$ cat src/rtl/lagarto0_pkg.sv
// Shared constants and types for the lagarto0 front end.
// Latency: n/a (declarations only).
// Backpressure: n/a.
package lagarto0_pkg;

  localparam int ICACHE_LINE_SIZE = 128;
  localparam int ADDR_SIZE        = 32;

  // Refill geometry derived from the line size.
  localparam int LINE_WORDS = ICACHE_LINE_SIZE / 32;
  localparam int OFS_BITS   = $clog2(ICACHE_LINE_SIZE / 8);
  localparam int IDX_BITS   = OFS_BITS - 2;
  localparam int CNT_BITS   = $clog2(LINE_WORDS + 1);

  typedef enum logic [1:0] {
    IDLE,
    REQ,
    WAIT,
    WRITE
  } refill_state_e;

endpackage

$ cat src/rtl/icache_refill.sv
// I-cache miss refill engine: fetches one line word-by-word, then writes it to the cache.
// Latency: miss sample to ic_we_o is 2*LINE_WORDS+1 cycles best case (one word in flight).
// Backpressure: mem_req_o/mem_addr_o held until mem_gnt_i; busy_o stalls fetch until WRITE ends.
//
// Ports:
//   clk_i, rst_ni                  clock, async active-low reset
//   miss_i, miss_addr_i            fetch miss strobe and PC (sampled only when idle)
//   busy_o                         high whenever not idle
//   ic_we_o, ic_addr_o, ic_line_o  one-cycle line write into the cache
//   mem_req_o, mem_addr_o          word read request (held until granted)
//   mem_gnt_i, mem_rvalid_i, mem_rdata_i  memory grant and read response
//
// Build option: ICACHE_REFILL_CRITICAL_FIRST_EN starts the refill at the missing
// word and wraps; without it every refill starts at word 0.
module icache_refill
  import lagarto0_pkg::*;
(
  input  logic                        clk_i,
  input  logic                        rst_ni,
  input  logic                        miss_i,
  input  logic [ADDR_SIZE-1:0]        miss_addr_i,
  output logic                        busy_o,
  output logic                        ic_we_o,
  output logic [ADDR_SIZE-1:0]        ic_addr_o,
  output logic [ICACHE_LINE_SIZE-1:0] ic_line_o,
  output logic                        mem_req_o,
  output logic [ADDR_SIZE-1:0]        mem_addr_o,
  input  logic                        mem_gnt_i,
  input  logic                        mem_rvalid_i,
  input  logic [31:0]                 mem_rdata_i
);

  localparam logic [IDX_BITS-1:0] IDX_LAST = IDX_BITS'(LINE_WORDS - 1);
  localparam logic [CNT_BITS-1:0] CNT_LAST = CNT_BITS'(LINE_WORDS - 1);

  refill_state_e                   state_q, state_d;
  // Only the line-aligned part of the address is kept; offset bits are always zero.
  logic [ADDR_SIZE-OFS_BITS-1:0]   base_q, base_d;
  logic [IDX_BITS-1:0]             idx_q, idx_d;
  logic [CNT_BITS-1:0]             cnt_q, cnt_d;
  logic [ICACHE_LINE_SIZE-1:0]     line_q, line_d;

  logic [IDX_BITS-1:0]             start_idx;
  logic [IDX_BITS-1:0]             idx_next;
  logic                            unused_ofs;

`ifdef ICACHE_REFILL_CRITICAL_FIRST_EN
  assign start_idx = miss_addr_i[OFS_BITS-1:2];
`else
  assign start_idx = '0;
`endif

  // Offset bits of the miss PC are irrelevant to the line address.
  assign unused_ofs = ^miss_addr_i[OFS_BITS-1:0];

  // Explicit wrap keeps the index correct even if LINE_WORDS is not 2**IDX_BITS.
  assign idx_next = (idx_q == IDX_LAST) ? '0 : idx_q + IDX_BITS'(1);

  always_comb begin
    state_d   = state_q;
    base_d    = base_q;
    idx_d     = idx_q;
    cnt_d     = cnt_q;
    line_d    = line_q;
    busy_o    = 1'b1;
    ic_we_o   = 1'b0;
    mem_req_o = 1'b0;

    case (state_q)
      IDLE: begin
        busy_o = 1'b0;
        if (miss_i) begin
          base_d  = miss_addr_i[ADDR_SIZE-1:OFS_BITS];
          idx_d   = start_idx;
          cnt_d   = '0;
          state_d = REQ;
        end
      end

      REQ: begin
        mem_req_o = 1'b1;
        if (mem_gnt_i) begin
          state_d = WAIT;
        end
      end

      WAIT: begin
        if (mem_rvalid_i) begin
          line_d[{idx_q, 5'b0} +: 32] = mem_rdata_i;
          cnt_d = cnt_q + CNT_BITS'(1);
          // The counter, not the index, decides completion, so a wrapped
          // critical-word-first sequence still collects every word.
          if (cnt_q == CNT_LAST) begin
            state_d = WRITE;
          end else begin
            idx_d   = idx_next;
            state_d = REQ;
          end
        end
      end

      WRITE: begin
        ic_we_o = 1'b1;
        state_d = IDLE;
      end

      default: state_d = IDLE;
    endcase
  end

  always_ff @(posedge clk_i or negedge rst_ni) begin
    if (!rst_ni) begin
      state_q <= IDLE;
      base_q  <= '0;
      idx_q   <= '0;
      cnt_q   <= '0;
      line_q  <= '0;
    end else begin
      state_q <= state_d;
      base_q  <= base_d;
      idx_q   <= idx_d;
      cnt_q   <= cnt_d;
      line_q  <= line_d;
    end
  end

  assign ic_addr_o  = {base_q, OFS_BITS'(0)};
  assign ic_line_o  = line_q;
  assign mem_addr_o = {base_q, idx_q, 2'b00};

endmodule

$ cat config.mk
export PLATFORM = sky130hd
export DESIGN_NAME = icache_refill
export DESIGN_NICKNAME = d
export VERILOG_FILES = /design/src/rtl/lagarto0_pkg.sv /design/src/rtl/icache_refill.sv
export SDC_FILE = /design/constraint.sdc
export NUM_CORES = 1
export LEC_CHECK = 0
export ABC_AREA = 1
export CELL_PAD_IN_SITES_DETAIL_PLACEMENT = 0
export CELL_PAD_IN_SITES_GLOBAL_PLACEMENT = 1
export CORE_MARGIN = 2
export CORE_UTILIZATION = 32
export DETAILED_ROUTE_END_ITERATION = 16
export PLACE_DENSITY = 0.79
export SLEW_MARGIN = 20
export SYNTH_ARGS = -nofsm -noshare
export SYNTH_HDL_FRONTEND = slang
export SYNTH_SLANG_ARGS = --single-unit
$ cat constraint.sdc
create_clock -name clk_i -period 2.6 [get_ports clk_i]
set_input_delay 0.52 -clock clk_i [delete_from_list [all_inputs] [get_ports clk_i]]
set_output_delay 0.52 -clock clk_i [all_outputs]
set_load 0.1 [all_outputs]
* Word level (Yosys, flattened, before mapping)
Index checks and enable logic that the tools add are counted.
Storage, ports and cells: register bits after elaboration 163, output and inout port bits 195, input port bits 69
Operators by class: reduce and logical (&&, ||, !) cells 7, equal/unequal tests 9, add/subtract/negate cells 3, muxes and demuxes 17, shifts and indexed selects 2
Operators by type and width (count):
- 128-bit bitwise mux | 1
- 32-bit by 9-bit variable shift with 128-bit output (first input constant) | 1
- 32-bit by 9-bit indexed part select with 128-bit output | 1
- 2-bit two-way mux | 8
- 7-bit negator with 9-bit output | 1
- 2-bit != test (second input constant) | 4
- 2-bit case mux with 4 select lines | 1
- 2-bit equality test (second input constant) | 3
- 3-bit two-way mux | 2
- 3-bit case mux with 2 select lines | 1
- 3-bit AND reduction | 2
- 2-bit case mux with 2 select lines | 1
- 2-bit AND reduction | 2
- 4-bit AND reduction | 1
- 3-bit by 1-bit adder with 3-bit output (second input constant) | 1
- 3-bit by 2-bit equality test with 1-bit output (second input constant) | 1
- 1-bit two-way mux | 3
- 2-bit by 1-bit adder with 2-bit output (second input constant) | 1
- 2-bit by 1-bit equality test with 1-bit output (second input constant) | 1
- 2-bit zero test | 1
- 2-bit nonzero test | 1

* Logic depth before layout (Yosys ltp)
Gate-level depths: netlist of run 1.
word-level depth 5, mapped depth 11

* Worst setup path after synthesis of run 1
Ideal clock, no wire load.
path kind flip-flop to flip-flop, from register idx_q[0], to register line_q[102] (netlist: ic_line_o[102]), setup slack -67 ps, stages on the path, launching flop included 9, path buffers 3, data required time 2517 ps, clock period less this slack 2667 ps, arrival 2584 ps, library setup time 83 ps, cell sequence dfrtp_1 buf_2 inv_1 buf_2 ha_1 nor2_1 clkbuf_1 nand2_1 o21ai_0
Between the ends: cells in the longest elaborated chain, start to end 3
Ends and longest elaborated chain:
- start: declaration | line icache_refill.sv:39 | logic [IDX_BITS-1:0] idx_q, idx_d;
- start signal: assignment | line icache_refill.sv:121 | idx_q <= idx_d;
- 7-bit negator with 9-bit output (*) | line icache_refill.sv:89 | line_d[{idx_q, 5'b0} +: 32] = mem_rdata_i;
- 32-bit by 9-bit indexed part select with 128-bit output or 32-bit by 9-bit variable shift with 128-bit output (tied branches) | line icache_refill.sv:89
- 128-bit bitwise mux (*) | line icache_refill.sv:89
- end signal: assignment | line icache_refill.sv:123 | line_q <= line_d;
- end: declaration | line icache_refill.sv:41 | logic [ICACHE_LINE_SIZE-1:0] line_q, line_d;
Mark *: on every way between the ends. The rest lies on a longest branch, timed or not. A chain may end at the register's enable or synchronous reset.

* Worst setup path in the final report of run 1
from register idx_q[1], to register line_q[95] (netlist: ic_line_o[95])
Same word-level chain as after synthesis.

==> results by group, run 1 <==
Clocking
  • Num CTS Buffers: 17
  • CTS sink count: 163
  • Hold-fix buffers, CTS: 0
  • Clock tree buffer depth: 2
  • Worst skew pair latency: ~0.43 ns
  • Worst-path clk slew: ~0.070 ns
  • Clk Tree Root Cell: clkbuf_16
  • Setup Buffers After CTS: 0
  • Htree depth: 4
  • Post-cts resize count: 0
  • CTS tree: yes

Critical path
  • Data required, critical path: just under 3 ns
  • Reg2reg path depth: 8
  • Crit path max fanout: 10
  • RR Startpoint: idx_q[1]
  • Crit-path cells: inv_1 > ha_1 > inv_1 > nor2_4 > nand2_1 > nor2_1 > nand2_1 > nand2_1
  • Crit path kind: flop to flop
  • CP max-delay cell: dfrtp_1
  • Reg2reg end: ic_line_o[95]
  • CP max stage delay: slightly below 0.5 ns
  • Buf/Inv on CP: 2
  • CP Data Arrival Time: ~2.4 ns
  • Critical Path Source Type: flop
  • Reg2reg setup slack: ~0.60 ns
  • Crit path top cell by count: nand2_1
  • Nature of the critical path endpoint: flop
  • CP delay by family, top: simple AND/OR/NAND/NOR gates

Yosys
  • Unique masters post-synth: 23
  • #FFs+latches synth: roughly 160
  • Mean Syn Cell Area: around 8.5 um2
  • Synth area leaders: dfrtp_1, nand2_1, o21ai_1
  • Most frequent cells after synthesis: nand2_1, dfrtp_1, o21ai_1, nand3_1
  • Number of flops mapped to enable cells by yosys: 0
  • Synth Instances: 858
  • Post-synth ARST share: 1.00
  • Sequential fraction of the synthesis area: 0.557
  • Synth area leader: dfrtp_1
  • Synthesized area: 7320 um2
  • Count leader, synth: nand2_1
  • Synth Flop Type: dfrtp_1
  • Yosys warns: 0
  • Post-synth top area share: 0.557

Routing
  • WL/cell: 15.7 um
  • DR vias: roughly 6,200
  • Post-route ant nets: 0
  • DR vias/cell: 4.56
  • Violation count after the first detailed-route iteration: ~370
  • DR pass1 iterations: 6
  • DRC violations left: 0
  • WL final: around 21 mm

Timing
  • Final min period: approximately 2.0 ns
  • WHS: ~0.063 ns
  • RSZ-0062 raised after global routing: no
  • Max Slew Vio Count: 0
  • Max Fclk: between 0.5 and 0.6 GHz
  • Final Hold Vio Count: 0
  • Setup TNS: 0 ns
  • Final period util: 0.768
  • Setup violators final: 0
  • Final Skew: 0.0139 ns
  • Measured slew at the worst slew-check pin: about 0.64 ns
  • Slew Limit Headroom: 0.575

Place
  • Final HPWL DP: 15.3 mm
  • Placed cell count: approximately 1,300
  • Gp weighted congestion: between 0.7 and 0.8
  • PortBufs: 253

Die
  • Initial Utilization: 0.324
  • Die Height: 155 um
  • Num ports: about 260
  • Die ar.: roughly 24,000 um2
  • Die width: between 150 and 200 um
  • Row count: 55
  • Core area: ~23,000 um2

Job
  • Max Cap Violations: 0

Pwr
  • Worst VDD drop: 1.43 mV
  • Leakage: between 4 and 5 nW
  • Power per cell area: 1340 nW/um2

Cells and area
  • Inserted Diodes: 0
  • Util after Layout: 0.442
  • Synth-to-layout area growth: 36.3%
  • Finished Layout Cells: 1,362
  • FILL cells: 2,253
  • Share of cells above drive strength 1: 0.237
  • Multi-input gate area: 2560 um2
  • Reg area: just over 4000 um2
  • Nets: around 1,100

Hold path
  • Tightest Hold Check Type: primary input to async pin

Global routing
  • Grt total ovfl: 0
  • First-pass GRT wire length: 33.5 mm
  • Pin count of the biggest net entering global routing: 65
  • Initial antenna violation count: 0
  • Vias in the first global route: around 5,900
  • GR Util All Layers: 0.179

Status
  • Status: finished, final reports clean
[where the power goes]
part           internal, mW  switching [mW]  total (mW)  leakage [nW]
combinational          1.32            6.07        7.40          2.48
sequential             2.95           0.331        3.28          2.20
clock                  1.55            1.09        2.64         0.294
[stage by stage]
stage               worst slack [ns]  cell area, um2  power [mW]
global route                   0.368            9970        13.9
global placement               0.417            9360        10.7
CTS                            0.561            9970        13.5
floorplan                      0.246            7340        9.38
finish                         0.602            9970        13.3
detailed placement             0.385            9360        10.8
[state kept, by name (all words and copies together) (netlist names)]
name and cells:
idx_q 2, state_q 2, base_q 28, ic_line_o 128, cnt_q 3
[cells in the final DEF, fill, tap and decap left out]
cell type / instances
nand2_2: 1
nor2_1: 40
inv_2: 3
clkinvlp_4: 2
o21ai_2: 4
nand2_1: 321
or2_2: 1
dfrtp_1: 162
buf_4: 198
nand2_4: 5
dfrtp_2: 1
inv_6: 5
o21ai_1: 76
clkdlybuf4s50_1: 63
nand4_1: 3
nand3_1: 62
nor2_8: 1
o21ai_0: 42
clkbuf_16: 17
nor2_4: 1
inv_1: 38
conb_1: 6
buf_12: 4
buf_6: 1
ha_1: 8
bufinv_16: 3
nor2_2: 4
clkbuf_8: 1
a21oi_1: 1
clkinv_2: 1
clkinv_4: 2
[cells by family (layout without fill, tap and decap cells)]
| kind of cell | count (synthesis) | count (layout) | share of synthesized area |
|---|---|---|---|
| compound gates | 123 | 123 | 0.0862 |
| flops | 163 | 163 | 0.557 |
| other cells | 1 | 6 | 0.000513 |
| simple gates | 439 | 439 | 0.246 |
| buf+inv | 124 | 338 | 0.0963 |
| fa+ha+maj | 8 | 8 | 0.0137 |
[per-layer routing]
| layer | part of all wire | global-route usage | up-vias |
|---|---|---|---|
| met5 | 0 | 0 | - |
| met4 | 0.0048 | 0.0433 | 0 |
| met3 | 0.078 | 0.0563 | 9 |
| met2 | 0.44 | 0.269 | 232 |
| met1 | 0.47 | 0.253 | 2869 |
| li1 | - | - | 3095 |
[final cells by class]
class,instances,area share
multi-input cells,576,0.257
repair buffers,266,0.221
well taps,285,0.0358
flip-flops and latches,163,0.409
clock buffers,18,0.0440
clock inverters,13,0.0172
inverters,41,0.0154
[worst register-to-register path, cell delays in order (launching register included)]
cell	delay [ns]
dfrtp_1	0.49
inv_1	0.12
ha_1	0.35
inv_1	0.11
nor2_4	0.31
nand2_1	0.28
nor2_1	0.15
nand2_1	0.07
nand2_1	0.06
[worst max-delay path by stage]
stage,depth (start not counted),to,from,slack (ns)
detailed placement,5,ic_line_o[0],mem_rvalid_i,0.38
floorplan,8,ic_line_o[102],idx_q[0],0.25
global placement,6,ic_line_o[56],mem_rvalid_i,0.42
CTS,7,ic_line_o[70],idx_q[1],0.56
global route,7,ic_line_o[69],idx_q[1],0.37
finish,8,ic_line_o[95],idx_q[1],0.60
No activity file was read; power rests on OpenSTA's default activity.
==> run 2, diff against run 1 <==
CORE_UTILIZATION = 29   (was 32)
PLACE_DENSITY = 0.76   (was 0.79)
clock period = 1.7 ns   (was 2.6 ns; I/O delays follow)
==> results by group, run 2 (same netlist as run 1, synthesis figures left out) <==
Status
  • Status: finished, final reports clean (unchanged)

Global routing
  • Initial antenna violation count: 0 (unchanged)
  • First-pass GRT wire length: 36.6 mm (was 33.5 mm)
  • Pin count of the biggest net entering global routing: 83 (was 65)
  • Grt total ovfl: 0 (unchanged)
  • Vias in the first global route: 6,450 (was 5,874)
  • GR Util All Layers: 0.181 (was 0.179)

Routing
  • Violation count after the first detailed-route iteration: 369 (was 367)
  • DRC violations left: 0 (unchanged)
  • WL final: 23.4 mm (was 21.4 mm)
  • DR pass1 iterations: 5 (was 6)
  • WL/cell: 16.4 um (was 15.7 um)
  • DR vias: 6,376 (was 6,205)
  • Post-route ant nets: 0 (unchanged)
  • DR vias/cell: 4.47 (was 4.56)

Cells and area
  • Inserted Diodes: 0 (unchanged)
  • Share of cells above drive strength 1: 0.264 (was 0.237)
  • Nets: 1,162 (was 1,142)
  • Util after Layout: 0.508 (was 0.442)
  • Most frequent cells in the layout: nand2_1, buf_12, dfrtp_1, o21ai_1, clkdlybuf4s50_1 (was nand2_1, buf_4, dfrtp_1, o21ai_1, clkdlybuf4s50_1)
  • Most common library cell in the layout ignoring fill and taps: nand2_1 (unchanged)
  • Reg area: 4090 um2 (was 4080 um2)
  • Multi-input gate area: 2610 um2 (was 2560 um2)
  • Synth-to-layout area growth: 73.3% (was 36.3%)
  • FILL cells: 2,223 (was 2,253)
  • Finished Cell Area: 12,700 um2 (was 9970 um2)
  • Max reg flops: 128 (unchanged)

Timing
  • Setup violators final: 0 (unchanged)
  • Final Hold Vio Count: 0 (unchanged)
  • Slew Limit Headroom: 0.663 (was 0.575)
  • Max Fclk: 0.605 GHz
  • Measured slew at the worst slew-check pin: 0.506 ns (was 0.637 ns)
  • RSZ-0062 raised after global routing: no (unchanged)
  • Final period util: 0.973
  • Max Slew Vio Count: 0 (unchanged)
  • Final min period: ~1.7 ns
  • Final Skew: 0.0107 ns (was 0.0139 ns)

Die
  • Die width: 163 um (was 155 um)
  • Num ports: 264 (unchanged)
  • Initial Utilization: 0.293 (was 0.324)
  • Core area: 25,000 um2 (was 22,600 um2)
  • Die Height: 163 um (was 155 um)
  • Die ar.: 26,500 um2 (was 24,100 um2)
  • Row count: 58 (was 55)

Clocking
  • Htree depth: 4 (unchanged)
  • Clock tree buffer depth: 2 (unchanged)
  • Worst skew pair latency: 0.44 ns (was 0.43 ns)
  • CTS tree: yes (unchanged)
  • CTS sink count: 163 (unchanged)
  • Clk Tree Root Cell: clkbuf_16 (unchanged)
  • Worst-path clk slew: 0.07 ns (about the same)
  • Num CTS Buffers: 17 (unchanged)

Critical path
  • Crit path launch: idx_q[0] (was idx_q[1])
  • Critical Path Source Type: flop (unchanged)
  • Reg2reg path depth: 7 (was 8)
  • CP Capture Point: mem_addr_o[2] (was ic_line_o[95])
  • RR Startpoint: idx_q[0] (was idx_q[1])
  • Reg2reg end: ic_line_o[101] (was ic_line_o[95])
  • CP Data Arrival Time: 1.31 ns (was 2.36 ns)
  • Reg2reg setup slack: 0.13 ns (was 0.60 ns)
  • Nature of the critical path endpoint: output port (was flop)
  • Crit path kind: flop to output port (was flop to flop)
  • Data required, critical path: 1.36 ns (was 2.96 ns)
  • Crit path max fanout: 13 (was 10)

Pwr
  • Leakage: 5.71 nW (was 4.98 nW)
  • Power per cell area: 1850 nW/um2 (was 1340 nW/um2)
  • Worst VDD drop: 2.40 mV (was 1.43 mV)

Place
  • PortBufs: 253 (unchanged)
  • Final HPWL DP: 17.2 mm (was 15.3 mm)
  • Gp weighted congestion: 0.827 (was 0.793)
  • Area after DPL: 12,100 um2 (was 9360 um2)

Hold path
  • Tightest Hold Check Type: primary input to async pin (unchanged)

Job
  • Max Cap Violations: 0 (unchanged)
==> run 2: through the flow <==
stage | setup TNS (ns) | instances | total power, mW | worst slack [ns] | hold slack (ns)
CTS | 0 | 1426 | 23.7 | 0.0149 | 0.322
global placement | -0.0604 | 1393 | 19.7 | -0.0113 | 0.201
floorplan | -19.26 | 863 | 14.6 | -0.186 | 0.0444
global route | 0 | 1427 | 24.4 | 0.00861 | 0.343
detailed placement | -0.0331 | 1393 | 19.8 | -0.0191 | 0.201
finish | 0 | 1427 | 23.5 | 0.0460 | 0.324
==> run 2: layout make-up <==
| type | count | area share |
|---|---|---|
| Timing Repair Buffer | 286 | 0.383 |
| Sequential cell | 163 | 0.322 |
| Multi-Input combinational cell | 576 | 0.206 |
| Clock buffer | 18 | 0.0346 |
| Tap cell | 330 | 0.0326 |
| Inverter | 41 | 0.0125 |
| Clock inverter | 13 | 0.00987 |
==> run 2: critical path, cell delays in order, from the launching register on <==
cell and delay, ns:
dfrtp_4 0.49, buf_4 0.21, buf_12 0.19
==> run 2: power by group <==
part           switching (mW)  internal, mW  total, mW
sequential               1.03          4.51       5.54
combinational            9.47          4.66       14.1
clock                    1.71          2.08       3.78
==> run 2: layer usage <==
metal,track usage,part of all wire,vias up
li1,-,-,3135
met1,0.220,0.40,2967
met2,0.297,0.49,248
met3,0.0626,0.088,26
met4,0.0684,0.023,0
met5,0,0,-
==> run 2: what timing repair did <==
action | 4_1_cts | 5_1_grt
setup endpoints to repair | 2 | 5
endpoints found under the hold margin | 18 | 0
hold buffers | 1 | 0
setup buffers | 1 | 1
gates resized for setup | 3 | 5
==> run 2: how the worst min path moves through the flow <==
| stage | from | end | slack [ns] | cells past startpoint |
|---|---|---|---|---|
| 2_1_floorplan | rst_ni | base_q[0] | 0.04 | 0 |
| 3_3_place_gp | rst_ni | ic_line_o[37] | 0.20 | 1 |
| 6_report | rst_ni | ic_line_o[104] | 0.32 | 2 |
| 4_1_cts | rst_ni | ic_line_o[104] | 0.32 | 2 |
| 3_5_place_dp | rst_ni | ic_line_o[37] | 0.20 | 1 |
| 5_1_grt | rst_ni | ic_line_o[104] | 0.34 | 2 |
==> variant: new RTL, config.mk and constraints of run 1 <==
Re-encode `refill_state_e` (4 states) as one-hot, 4 bits wide.
--- a/src/rtl/lagarto0_pkg.sv
+++ b/src/rtl/lagarto0_pkg.sv
@@ -14,7 +14,7 @@
 
-  typedef enum logic [1:0] {
-    IDLE,
-    REQ,
-    WAIT,
-    WRITE
+  typedef enum logic [3:0] {
+    IDLE  = 4'b0001,
+    REQ   = 4'b0010,
+    WAIT  = 4'b0100,
+    WRITE = 4'b1000
   } refill_state_e;
Check against the original RTL: no difference found for any inputs over 4 cycles, from zero or initial values and one cycle with rst_ni low; so few cycles prove little.
==> variant against run 1 <==
- setup slack got worse by 0.22 ns
- via count rose by 7.4%
- register-to-register slack worse by 0.10 ns
- largest cell class unchanged
- final cell count increased by 5.1%
- routed wire length up 14%
- synthesized cell count is 4.2% higher
- area after synthesis rose by 3.2%
- sequential cell count up 2
- utilization rose by 0.050 points
- total power shrank 0.39%
- final area grew 3.5%
- critical path type is now flop to primary output
- worst hold slack worse by 0.0050 ns
- largest power group unchanged
- sequential power increased by 2%
==> variant: results (changes against run 1) <==
[drt]
routed-wl-met3_um=1830  ; was 1660 µm
drt_iter0_markers=455  ; was 367
wl_met2_um=11500  ; was 9540 µm
wire_per_inst_um=17.0  ; was 15.7 µm
vias=6667  ; was 6,205

[placed_design]
place_ws_ns=0.407  ; was 0.385 ns
place_congestion=0.805  ; was 0.793
dp_hpwl_um=16800  ; was 15,300 µm
place_inst=1401  ; was 1,331

[worst_setup_path]
reg2reg_slack_ns=0.50  ; was 0.60 ns
crit_fanout=6  ; was 10
worstReg2RegEnd=ic_line_o[80]  ; was ic_line_o[95]
cp.arrival_ns=1.69  ; was 2.36 ns

[cells_and_area]
final_cells=1432  ; was 1,362
fin_nets=1178  ; was 1,142
fill_cells=2347  ; was 2,253

[timing]
skew_ns=0.00812  ; was 0.0139 ns
hold_ws_ns=0.0576  ; was 0.0626 ns
worst_pin_slew_ns=0.548  ; was 0.637 ns

[global_routing]
grt_use_met1_pct=25.6  ; was 25.3%
grt_util_met3_pct=5.86  ; was 5.63%
grt_usage_pct=19.9  ; was 17.9%

[pwr]
power_density_nw_per_um2=1290  ; was 1340 nW/µm²
p_leak_nw=5.65  ; was 4.98 nW

[logic_synthesis]
synthCells=894  ; was 858
synth_top_cells_by_count=nand2_1 (307), dfrtp_1 (164), o21ai_0 (115)  ; was nand2_1 (321), dfrtp_1 (163), o21ai_1 (76)
synthTopCellsByArea=dfrtp_1 (54%), nand2_1 (15%), o21ai_0 (7.6%), nand3_1 (5.2%), buf_4 (4.0%)  ; was dfrtp_1 (56%), nand2_1 (16%), o21ai_1 (5.2%), nand3_1 (4.2%), buf_4 (3.6%)

[status]
status=finished, final reports clean  ; unchanged

variant: changes by cell type after synthesis, sizes merged, moves of 2 or more:
cell,before,now
nand3,62,80
clkbuf,9,37
nand4,3,1
nor2,46,36
nand2,327,308
or2,1,4
o21ai,122,128
nor3,0,32
buf,74,56
inv,41,37
variant: worst max path at each step:
| stage | end | cells after the start | startpoint |
|---|---|---|---|
| after floorplan | ic_line_o[74] | 11 | idx_q[0] |
| after global placement | ic_line_o[127] | 6 | mem_rvalid_i |
| after detailed placement | ic_line_o[43] | 6 | mem_rvalid_i |
| after CTS | busy_o | 4 | state_q[0] |
| after global routing | busy_o | 4 | state_q[0] |
| final | busy_o | 4 | state_q[0] |
variant: cell families (layout without fill, tap and decap cells):
logic type / Yosys count / in the layout / synth area share (%)
AO/OA/AOI/OAI: 128 / 128 / 8.49
adder cells (fa/ha/maj): 8 / 8 / 1.33
buffers and inverters: 131 / 345 / 9.40
flip-flops: 165 / 165 / 54.7
other: 1 / 6 / 0.0497
AND/OR/NAND/NOR: 461 / 461 / 26.0
variant: final cells by class:
| cell class | instances | share of cell area, % |
|---|---|---|
| multi-input combinational | 603 | 26.6 |
| timing repair buffer | 276 | 22.4 |
| tap | 319 | 3.87 |
| clock buffer | 23 | 4.53 |
| inverter | 38 | 1.38 |
| sequential | 165 | 40.0 |
| clock inverter | 8 | 1.20 |
variant: power breakdown:
part | switching [W] | total [W] | leakage [nW] | internal [W]
clock | 0.00103 | 0.00259 | 0.284 | 0.00156
sequential | 0.000310 | 0.00336 | 2.24 | 0.00305
combinational | 0.00607 | 0.00732 | 3.13 | 0.00125
total | 0.00741 | 0.0133 | 5.65 | 0.00585
variant: worst max-delay path: stages, from the launching register on:
cell	delay, ns
dfstp_2	0.55
inv_1	0.05
nor2_1	0.13
nand2_1	0.27
buf_12	0.27
